**config.mk**
```make
export PLATFORM = sky130hd
export DESIGN_NAME = subcarrier_nco
export DESIGN_NICKNAME = d
export VERILOG_FILES = /design/src/rtl/subcarrier_nco.sv
export SDC_FILE = /design/constraint.sdc
export NUM_CORES = 1
export LEC_CHECK = 0
export ABC_AREA = 1
export CAP_MARGIN = 10
export CELL_PAD_IN_SITES_DETAIL_PLACEMENT = 1
export CELL_PAD_IN_SITES_GLOBAL_PLACEMENT = 2
export CORE_ASPECT_RATIO = 1.75
export CORE_UTILIZATION = 31
export DETAILED_ROUTE_END_ITERATION = 10
export GPL_TIMING_DRIVEN = 0
export PLACE_DENSITY_LB_ADDON = 0.1
export SLEW_MARGIN = 30
export SYNTH_ARGS = -nofsm -noshare
export SYNTH_HDL_FRONTEND = slang
export SYNTH_SLANG_ARGS = --single-unit
export TNS_END_PERCENT = 10
```
**constraint.sdc**
```tcl
create_clock -name clk -period 4.3 [get_ports clk]
set_input_delay 0.43 -clock clk [delete_from_list [all_inputs] [get_ports clk]]
set_output_delay 0.43 -clock clk [all_outputs]
set_load 0.02 [all_outputs]
```
**src/rtl/subcarrier_nco.sv**
```systemverilog
// Colour-subcarrier NCO: per-line tuning word, quadrature sine/cosine from a quarter-wave ROM,
// and the line-locked burst gate that tells the loop filter when to accumulate phase error.
module subcarrier_nco #(
    parameter int                 PHASE_W      = 32,
    parameter logic [PHASE_W-1:0] NOMINAL_FTW  = PHASE_W'(569408543),
    parameter int                 OFFSET_LIMIT = 16777216,
    parameter int                 LUT_ADDR_W   = 8,
    parameter int                 OUT_W        = 12,
    parameter int                 BURST_START  = 40,
    parameter int                 BURST_LEN    = 60,
    parameter int                 MAX_LINE     = 2048
) (
    input  logic                    clk,
    input  logic                    rst,
    input  logic                    hsync,
    input  logic signed [31:0]      offset_in,
    output logic                    burst_active,
    output logic signed [OUT_W-1:0] sin_out,
    output logic signed [OUT_W-1:0] cos_out,
    output logic [PHASE_W-1:0]      phase_out,
    output logic                    sync_lost
);
    localparam int                 LUT_SIZE = 2 ** LUT_ADDR_W;
    localparam int                 CNT_W    = $clog2(MAX_LINE + 1);
    localparam real                HALF_PI  = 1.5707963267948966;
    localparam real                AMP      = real'(2 ** (OUT_W - 1) - 1);
    localparam logic [PHASE_W-1:0] QUARTER  = PHASE_W'(1) << (PHASE_W - 2);

    typedef enum logic [1:0] {ST_IDLE, ST_PORCH, ST_BURST, ST_WAIT} state_t;

    function automatic logic signed [31:0] clamp_offset(input logic signed [31:0] v);
        if (v > OFFSET_LIMIT)
            return OFFSET_LIMIT;
        if (v < -OFFSET_LIMIT)
            return -OFFSET_LIMIT;
        return v;
    endfunction

    // Odd quadrants read the quarter wave backwards.
    function automatic logic [LUT_ADDR_W-1:0] quarter_idx(input logic [PHASE_W-1:0] ph);
        logic [LUT_ADDR_W-1:0] idx;
        idx = ph[PHASE_W-3 -: LUT_ADDR_W];
        return ph[PHASE_W-2] ? ~idx : idx;
    endfunction

    function automatic logic signed [OUT_W-1:0] apply_sign(input logic [OUT_W-1:0] mag,
                                                           input logic neg);
        return neg ? -$signed(mag) : $signed(mag);
    endfunction

    // Quarter-wave ROM sampled at bin centres; sine evaluated by a Taylor series at elaboration.
    logic [OUT_W-1:0] rom [LUT_SIZE];
    for (genvar i = 0; i < LUT_SIZE; i++) begin : g_rom
        localparam real X  = HALF_PI * (i + 0.5) / LUT_SIZE;
        localparam real X2 = X * X;
        localparam real S  = X * (1.0 - X2 / 6.0 * (1.0 - X2 / 20.0 * (1.0 - X2 / 42.0 *
                             (1.0 - X2 / 72.0 * (1.0 - X2 / 110.0 * (1.0 - X2 / 156.0 *
                             (1.0 - X2 / 210.0)))))));
        assign rom[i] = OUT_W'($rtoi(AMP * S + 0.5));
    end

    logic               hsync_d;
    logic               hsync_rise;
    logic               line_timeout;
    state_t             state_q, state_nxt;
    logic [CNT_W-1:0]   cnt_q, cnt_nxt;
    logic [CNT_W-1:0]   line_timer;
    logic [PHASE_W-1:0] ftw;
    logic [PHASE_W-1:0] phase_acc;
    logic [PHASE_W-1:0] cos_phase;

    assign hsync_rise   = hsync & ~hsync_d;
    assign line_timeout = ~hsync_rise & (line_timer == CNT_W'(MAX_LINE - 1));
    assign burst_active = (state_q == ST_BURST);
    assign phase_out    = phase_acc;
    assign cos_phase    = phase_acc + QUARTER;

    always_comb begin
        state_nxt = state_q;
        cnt_nxt   = cnt_q;
        if (hsync_rise) begin
            state_nxt = ST_PORCH;
            cnt_nxt   = '0;
        end else if (line_timeout) begin
            state_nxt = ST_IDLE;
            cnt_nxt   = '0;
        end else begin
            case (state_q)
                ST_PORCH: begin
                    if (cnt_q == CNT_W'(BURST_START - 1)) begin
                        state_nxt = ST_BURST;
                        cnt_nxt   = '0;
                    end else begin
                        cnt_nxt = cnt_q + 1'b1;
                    end
                end
                ST_BURST: begin
                    if (cnt_q == CNT_W'(BURST_LEN - 1)) begin
                        state_nxt = ST_WAIT;
                        cnt_nxt   = '0;
                    end else begin
                        cnt_nxt = cnt_q + 1'b1;
                    end
                end
                default: ;
            endcase
        end
    end

    always_ff @(posedge clk or posedge rst) begin
        if (rst) begin
            hsync_d    <= 1'b0;
            state_q    <= ST_IDLE;
            cnt_q      <= '0;
            line_timer <= CNT_W'(MAX_LINE);
            sync_lost  <= 1'b1;
            ftw        <= NOMINAL_FTW;
            phase_acc  <= '0;
        end else begin
            hsync_d   <= hsync;
            state_q   <= state_nxt;
            cnt_q     <= cnt_nxt;
            phase_acc <= phase_acc + ftw;
            if (hsync_rise) begin
                line_timer <= '0;
                sync_lost  <= 1'b0;
                ftw        <= NOMINAL_FTW + PHASE_W'(clamp_offset(offset_in));
            end else if (line_timeout) begin
                line_timer <= CNT_W'(MAX_LINE);
                sync_lost  <= 1'b1;
                ftw        <= NOMINAL_FTW;
            end else if (line_timer != CNT_W'(MAX_LINE)) begin
                line_timer <= line_timer + 1'b1;
            end
        end
    end

    logic [LUT_ADDR_W-1:0] sin_idx_p0, cos_idx_p0;
    logic                  sin_neg_p0, cos_neg_p0, sin_neg_p1, cos_neg_p1;
    logic [OUT_W-1:0]      sin_mag_p1, cos_mag_p1;

    always_ff @(posedge clk or posedge rst) begin
        if (rst) begin
            sin_idx_p0 <= '0;
            cos_idx_p0 <= '0;
            sin_neg_p0 <= 1'b0;
            cos_neg_p0 <= 1'b0;
            sin_mag_p1 <= '0;
            cos_mag_p1 <= '0;
            sin_neg_p1 <= 1'b0;
            cos_neg_p1 <= 1'b0;
            sin_out    <= '0;
            cos_out    <= '0;
        end else begin
            // p0: quadrant fold
            sin_idx_p0 <= quarter_idx(phase_acc);
            cos_idx_p0 <= quarter_idx(cos_phase);
            sin_neg_p0 <= phase_acc[PHASE_W-1];
            cos_neg_p0 <= cos_phase[PHASE_W-1];
            // p1: ROM read
            sin_mag_p1 <= rom[sin_idx_p0];
            cos_mag_p1 <= rom[cos_idx_p0];
            sin_neg_p1 <= sin_neg_p0;
            cos_neg_p1 <= cos_neg_p0;
            // p2: sign restore
            sin_out    <= apply_sign(sin_mag_p1, sin_neg_p1);
            cos_out    <= apply_sign(cos_mag_p1, cos_neg_p1);
        end
    end
endmodule

```
==> flow_summary_export.csv, run 1 <==
group,metric,value,unit
status,outcome,"completed",
place,place_area,15500,um^2
layout,drive_gt1_share,6.87,%
critical_path,critPathLaunchType,"register",
global_route,grt_pass1_vias,16686,
drt,first_pass_iters,5,
synth,synth.ff_latch_count,158,
synth,yosys-top-cells-area,"dfrtp_1, nand2_1, nor2_1",
synth,yosysTopAreaCell,"dfrtp_1",
place,portBuffers,92,
synth,ys.flop_type,"dfrtp_1",
timing,rsz0062_at_grt,"no",
clock_tree,clock_path_buffers,2,
timing,finalMaxSlewViolations,0,
floorplanning,die-area,45100,um^2
clock_tree,cts_setup_buffers,0,
synth,avgSynthCellArea,6.67,um^2
synth,synth_nets,2156,
place,place_congestion,0.997,
clock_tree,clk_latency,0.47,ns
drt,num_vias,15265,
layout,utilization,37.0,%
floorplanning,fp.dieW,161,um
power_and_ir_drop,vdd_drop_max,0.334,mV
critical_path,end_kind,"register",
floorplanning,coreArea,43500,um^2
drt,drc,0,
timing,finClkSkew,0.0182,ns
drt,first_iter_violations,916,
drt,viasPerCell,5.55,
synth,syn_area,13700,um^2
drt,routedWlPerCell,24.3,um
synth,synth_mux_area_share,0,%
timing,post-route-period-util,98.7,%
timing,tightest_slew,0.976,ns
layout,design_area,16100,um^2
clock_tree,cts.sinks,158,
power_and_ir_drop,power.total,14.7,mW
floorplanning,rows,101,
floorplanning,start_util,31.5,%
critical_path,worstPathMaxFanout,12,
drt,ant_nets,0,
synth,yosysUniqueCellTypes,62,
synth,synth_xor_area_share,4.35,%
timing,layout_min_cycle_time,4.24,ns
synth,synth_top_family_by_area,"simple AND/OR/NAND/NOR gates",
critical_path,worst_ep_required_time,4.69,ns
clock_tree,clk_pin_slew,0.07,ns
timing,fin_tns_setup,0,ns
global_route,track_usage,30.1,%
floorplanning,ios,93,
place,dp_hpwl,54000,um
clock_tree,cts_buffers,17,
drt,totalWireLength,66900,um
clock_tree,cts_hold_buf,0,
timing,hold_viol_final,0,
power_and_ir_drop,pwr_density_cell,914,nW/um^2
timing,setup_viol,0,
timing,clock.fmax,236,MHz
layout,num_antenna_cells,0,
synth,yosysSeqAreaShare,29.0,%
global_route,grt_overflow,0,
synth,synth-adder-area-share,6.17,%
synth,synth-edff-count,0,
synth,synth_top_area_share,25.6,%
hold_path,min_path_type,"reg -> reg",
global_route,grt_antenna_before_repair,0,
global_route,grt_max_degree,31,
clock_tree,htree_levels,4,
layout,nets,2273,
layout,n_fill_cell,5594,
clock_tree,tritoncts,"done",
run,cap_violations,0,
floorplanning,die_h,280,um
synth,synthSimpleGateAreaFrac,28.5,%
power_and_ir_drop,p_leak,7.46,nW
critical_path,arrival,4.63,ns
layout,area_growth,17.4,%
clock_tree,clockRootBuffer,"clkbuf_16",
synth,synth_compound_area_share,20.7,%
synth,async_flop_share,100,%
global_route,grt_pass1_wl,101000,um
synth,syn_inst,2054,
synth,yosysWarnings,0,
timing,slew_headroom,34.2,%
critical_path,crit_type,"reg -> reg",
## where the power goes
part / internal [mW] / switching (mW)
Combinational: 3.18 / 7.23
Clock: 0.803 / 0.819
Sequential: 2.11 / 0.563
## metal layers
metal  track usage [%]  vias up  share of wire (%)
met5                 0        -                  0
met4              20.4        0                7.0
met3              2.91      214                3.4
met2              59.8      528                 55
met1              28.5     7411                 34
li1                  -     7112                  -
## metrics by stage
| stage | hold slack [ns] | setup slack, ns | cells |
|---|---|---|---|
| 4_1_cts | 0.353 | 0.0613 | 2750 |
| 6_report | 0.352 | 0.0573 | 2750 |
| 5_1_grt | 0.366 | 0.0134 | 2750 |
| 3_3_place_gp | 0.334 | -0.621 | 2712 |
| 3_5_place_dp | 0.336 | -0.689 | 2718 |
| 2_1_floorplan | 0.331 | 1.38 | 2054 |
## cell type report
class	count	area [um^2]	area share, %
clock inverters	14	171	1.07
inverters	258	973	6.05
multi-input cells	1531	8190	51.0
flip-flops and latches	158	3980	24.7
clock buffers	18	439	2.73
plain buffers	107	562	3.49
repair buffers	98	1060	6.57
well taps	566	708	4.40
## logic make-up after synthesis
logic type / count (synthesis)
adders and majority gates: 67
and+or+nand+nor: 918
xor gates and xnor gates: 68
DFF: 158
AOI/OAI and AO/OA: 478
buffers and inverters: 365
## final timing paths
kind | startpoint | to | slack (ns) | cells after the start
hold / removal | sin_neg_p0 | sin_neg_p1 | 0.35 | 0
min in group asynchronous | rst | phase_out[9] | 0.36 | 2
max in group asynchronous | rst | line_timer[11] | 3.15 | 4
setup / recovery | sin_idx_p0[1] | sin_mag_p1[4] | 0.06 | 14
hold reg to reg | sin_neg_p0 | sin_neg_p1 | 0.35 | 0
setup reg to reg | sin_idx_p0[1] | sin_mag_p1[4] | 0.06 | 14
## synth_stat cells, types with 9 or more instances
cell and instances:
a21oi_1 155, a31oi_1 14, buf_2 14, buf_4 34
clkbuf_1 49, dfrtp_1 140, dfstp_2 18, ha_1 66
inv_1 241, inv_2 10, nand2_1 412, nand3_1 138
nand4_1 26, nor2_1 257, nor3_1 33, nor4_1 16
o2111ai_1 12, o211ai_1 31, o21ai_0 156, o21ai_1 9
o221ai_1 12, o22ai_1 15, o311ai_0 13, o31ai_1 14
xnor2_1 19, xor2_1 49
## sequential cells by signal, summed over array words and instances, names as in the netlist
register / count
line_timer: 12
sin_mag_p1: 11
sin_neg_p0: 1
cnt_q: 12
sin_idx_p0: 8
phase_out: 32
ftw: 32
state_q: 2
sin_out: 12
cos_neg_p1: 1
cos_mag_p1: 11
cos_idx_p0: 8
sin_neg_p1: 1
sync_lost: 1
cos_out: 12
cos_neg_p0: 1
hsync_d: 1
## cell usage in the layout, fill, tap and decap left out, drive strengths merged, types with 33 or more instances in the layout
cell / n
nand2: 417
nor2: 267
inv: 256
o21ai: 165
a21oi: 158
nand3: 144
dfrtp: 140
clkdlybuf4s50: 92
clkbuf: 67
ha: 66
buf: 64
xor2: 49
nor3: 33
## what timing repair did
item	in CTS	in global routing
endpoints found under the setup margin	1	1
resized for setup	1	1
gates cloned	0	0
## critical path: stages, from the launching register on
cell	delay (ns)
dfrtp_1	0.75
inv_1	0.45
ha_1	0.50
inv_1	0.08
nor2_1	0.50
nor2_1	0.19
inv_1	0.22
o21ai_0	0.13
nor2_1	0.19
nor3_1	0.10
a31oi_1	0.36
o21ai_1	0.22
o21ai_0	0.19
nand2_1	0.19
inv_1	0.10
Note: power is estimated with default switching activity, not from simulation.
==> run 2, diff against run 1 <==
Settings changed: CAP_MARGIN 10 to unset.
==> results of run 2 <==
Same layout as run 1: the final DEF is identical, and so are final timing and power.
==> RTL edit 1, RTL diff (config.mk and constraints of run 2) <==
Make the reset (`rst`) synchronous in 2 clocked blocks.
--- a/src/rtl/subcarrier_nco.sv
+++ b/src/rtl/subcarrier_nco.sv
@@ -109,3 +109,3 @@
 
-    always_ff @(posedge clk or posedge rst) begin
+    always_ff @(posedge clk) begin
         if (rst) begin
@@ -141,3 +141,3 @@
 
-    always_ff @(posedge clk or posedge rst) begin
+    always_ff @(posedge clk) begin
         if (rst) begin
Behaviour: differs if rst is asserted again (counterexample within 4 cycles, from zero or initial values and one cycle with rst high); with rst held inactive, the same outputs for 4 cycles.
==> RTL edit 1 against run 2 <==
- clock skew is 7.3 ps lower
- synthesized area is 1.6% lower
- sequential share of layout area is 4.6 points lower
- synthesized cell count is 8.7% higher
- design area is 2.3% lower
- wire length is 3.5% higher
- setup slack better by 510 ps
- total power is 32% lower
- combinational power is 39% lower
- clock power is 2% lower
- count of clock-buffer cells in the layout is 1 lower
- die area is 1.6% lower
- sequential cell count stayed put
- core utilization is 0.16 points lower
==> RTL edit 1: results (changes against run 2) <==
Worst VDD drop=0.219 mV (-34%); XOR/XNOR Fraction of Synth Area=1.75% (-2.6 points); layout net count=2447 (+7.7%); WL met1=24100 um (+5.6%); post_cts resized=0 (-1); crit path time final=3730 ps (-512 ps); reg2reg setup slack=570 ps (+510 ps); M2 GR Usage=59.4% (-0.39 points); Final Non-Filler Cells=2916 (+6.0%); CP max FO=9 (-3); DP HPWL=56200 um (+4.0%); vias in the first global route=17060 (+2.2%); met1 usage=30.0% (+1.5 points); leakage=7.12 nW (-4.4%); CP peak stage delay=800 ps (+50 ps); Reg-to-Reg Start=sin_idx_p0[1]; switching power share of the total=54.7% (-3.8 points); ys async rst share=0% (-100 points); fillcell total=5743 (+2.7%); run status=complete, no violations; non-clk buf share=9.82% (-0.24 points); Post-synth top flop=dfxtp_1; largest net degree at the start of global routing=17 (-45%); DR vias=16205 (+6.2%); clk cell area share=3.87% (+0.073 points); fraction of layout cells with a size suffix above 1=5.31% (-1.6 points); register area share after synthesis=23.5% (-5.6 points); total track usage=31.2% (+1.1 points); comb_multi_in=1679 (+9.7%); post-synthesis adder-cell area fraction=6.46% (+0.28 points); Area contributors post-synth=dfxtp_1 23%, nand2_1 13%, nor2_1 8.5%; RD Place Congestion=1.02 (+2.1%); num sequential=158 (unchanged); pre-CTS setup slack=192 ps (+881 ps); Synth Area in Compound Gates=23.1% (+2.3 points); worst-case reg-to-reg path depth=11 (-3); slowest CP cell=o21ai_0; metal2 WL=36600 um (-1.3%); register area=0.00316 mm^2 (-20%); synth unique cells=63 (+1.6%); inverter count=275 (+6.6%); sequential cell area share=20.1% (-4.6 points); Non-clock buffers=212 (+3.4%); fraction of area in multi-input gates=55.1% (+4.2 points); grt met3 use=2.83% (-0.086 points); Avg Cell Area, Syn=6.04 um^2 (-9.4%); post-synthesis instance total=2232 (+8.7%)
[RTL edit 1: changes by cell type after synthesis, sizes merged, moves of 8 or more]
cell	change
a31oi	+12
dfrtp	-140
inv	+20
xnor2	-8
dfstp	-18
clkbuf	+13
nand2	+52
xor2	-33
nand3	+23
o211ai	-14
o21ai	+41
a21oi	+22
nor2	+50
dfxtp	+158
[RTL edit 1: worst min-delay path by stage]
stage / from / endpoint / slack, ps / cells past startpoint
CTS: sin_neg_p0 / sin_neg_p1 / 410 / 2
global route: sin_neg_p0 / sin_neg_p1 / 430 / 2
global placement: sin_neg_p0 / sin_neg_p1 / 390 / 2
detailed placement: sin_neg_p0 / sin_neg_p1 / 400 / 2
finish: sin_neg_p0 / sin_neg_p1 / 410 / 2
floorplan: cos_neg_p0 / cos_neg_p1 / 390 / 2
==> RTL edit 2, RTL diff (config.mk and constraints of run 2) <==
Without the edit above. `BURST_LEN`: 60 -> 32.
--- a/src/rtl/subcarrier_nco.sv
+++ b/src/rtl/subcarrier_nco.sv
@@ -9,3 +9,3 @@
     parameter int                 BURST_START  = 40,
-    parameter int                 BURST_LEN    = 60,
+    parameter int                 BURST_LEN    = 32,
     parameter int                 MAX_LINE     = 2048
Formal check against the unedited RTL: same outputs for any inputs over 4 cycles, from zero or initial values and one cycle with rst high; that may be too few to reach the edited logic, so the function may still have changed.
==> RTL edit 2 against run 2 <==
- wire length is 0.41% higher
- setup slack better by 340 ps
- count of clock-buffer cells in the layout stayed put
- highest routed layer unchanged
- sequential cell count stayed put
- synthesized area hardly changed
- sequential share of layout area hardly changed
- final cell count is 0.95% higher
- die area hardly changed
- total power is 0.26% lower
- design area hardly changed
==> RTL edit 2: results (changes against run 2) <==
RD Place Congestion=1.01 (+1.1%); DR vias=15306 (+0.27%); register area share after synthesis=29.0% (about the same); Area contributors post-synth=dfrtp_1 26%, nand2_1 11%, nor2_1 8.1%; fraction of layout cells with a size suffix above 1=5.84% (-1.0 points); combinational power share=70.9% (about the same); Initial Util=31.5% (about the same); Cell Int Power=6.08 mW (-0.18%); Post-Syn Nets=2182 (+1.2%); Hold Path Class=input pin to async pin; Final Skew=22.4 ps (+4.20 ps); Post-synth top cells=402 x nand2_1, 296 x nor2_1, 251 x inv_1, 172 x o21ai_0, 157 x a21oi_1; worst slew pin tran=1030 ps (+58.5 ps); post-route core utilization=37.0% (about the same); CP max FO=9 (-3); run status=complete, no violations; top cell type's share of synthesized area=25.6% (about the same); Worst VDD drop=0.304 mV (-9.1%); layout net count=2299 (+1.1%); crit share post-route=90.7% (-8.0 points); placed cell area=0.0155 mm^2 (about the same); DP HPWL=53900 um (-0.32%); Pre-antenna DRT Iters=7 (+2); synth unique cells=60 (-3.2%); pre-CTS setup slack=-601 ps (+87.6 ps); WHS=199 ps (-153 ps); crit path launch=offset_in[24]
-- RTL edit 2: cell families (layout without fill, tap and decap cells) --
group           after synthesis  in the layout  synth area share [%]
xor+xnor                     72             72                  4.60
buf+inv                     371            501                  11.2
flops                       158            158                  29.0
fa+ha+maj                    67             67                  6.18
compound gates              496            496                  21.1
simple gates                916            916                  27.8
-- RTL edit 2: cell type report --
type | instances | area share (%)
Inverter | 264 | 6.20
Clock buffer | 18 | 2.73
Clock inverter | 14 | 1.03
Multi-Input combinational cell | 1551 | 51.0
Buffer | 107 | 3.41
Timing Repair Buffer | 98 | 6.52
Tap cell | 566 | 4.41
Sequential cell | 158 | 24.7
-- RTL edit 2: through the flow --
stage          total power, mW  std cells
3_5_place_dp              12.8       2744
3_3_place_gp              12.8       2738
4_1_cts                   14.5       2776
5_1_grt                   15.6       2776
6_report                  14.7       2776
2_1_floorplan             8.72       2080
-- RTL edit 2: routing by layer --
metal	global-route usage (%)	wire length, um	vias to the layer above
li1	-	-	7171
met1	29.0	22900	7366
met2	59.3	36700	539
met3	3.21	2640	230
met4	21.4	4960	0
met5	0	0	-
-- RTL edit 2: worst max-delay path, stage by stage --
cell and delay, ps:
clkdlybuf4s50_1 500, inv_1 70, nor4_1 330, nand2_1 110, ha_1 280, buf_2 230
clkinv_2 250, nand2_4 220, nor2_1 80, inv_1 60, ha_1 200, inv_1 80
o311ai_2 380, nand2_1 220, nand2_1 210, nand2_1 150, nand2_1 160, nand3_1 100
nand3_1 100, nand2_1 70
-- RTL edit 2: repair_timing --
action,4_1_cts,5_1_grt
resized for setup,1,1
setup endpoints to repair,2,2
hold buffers,0,0
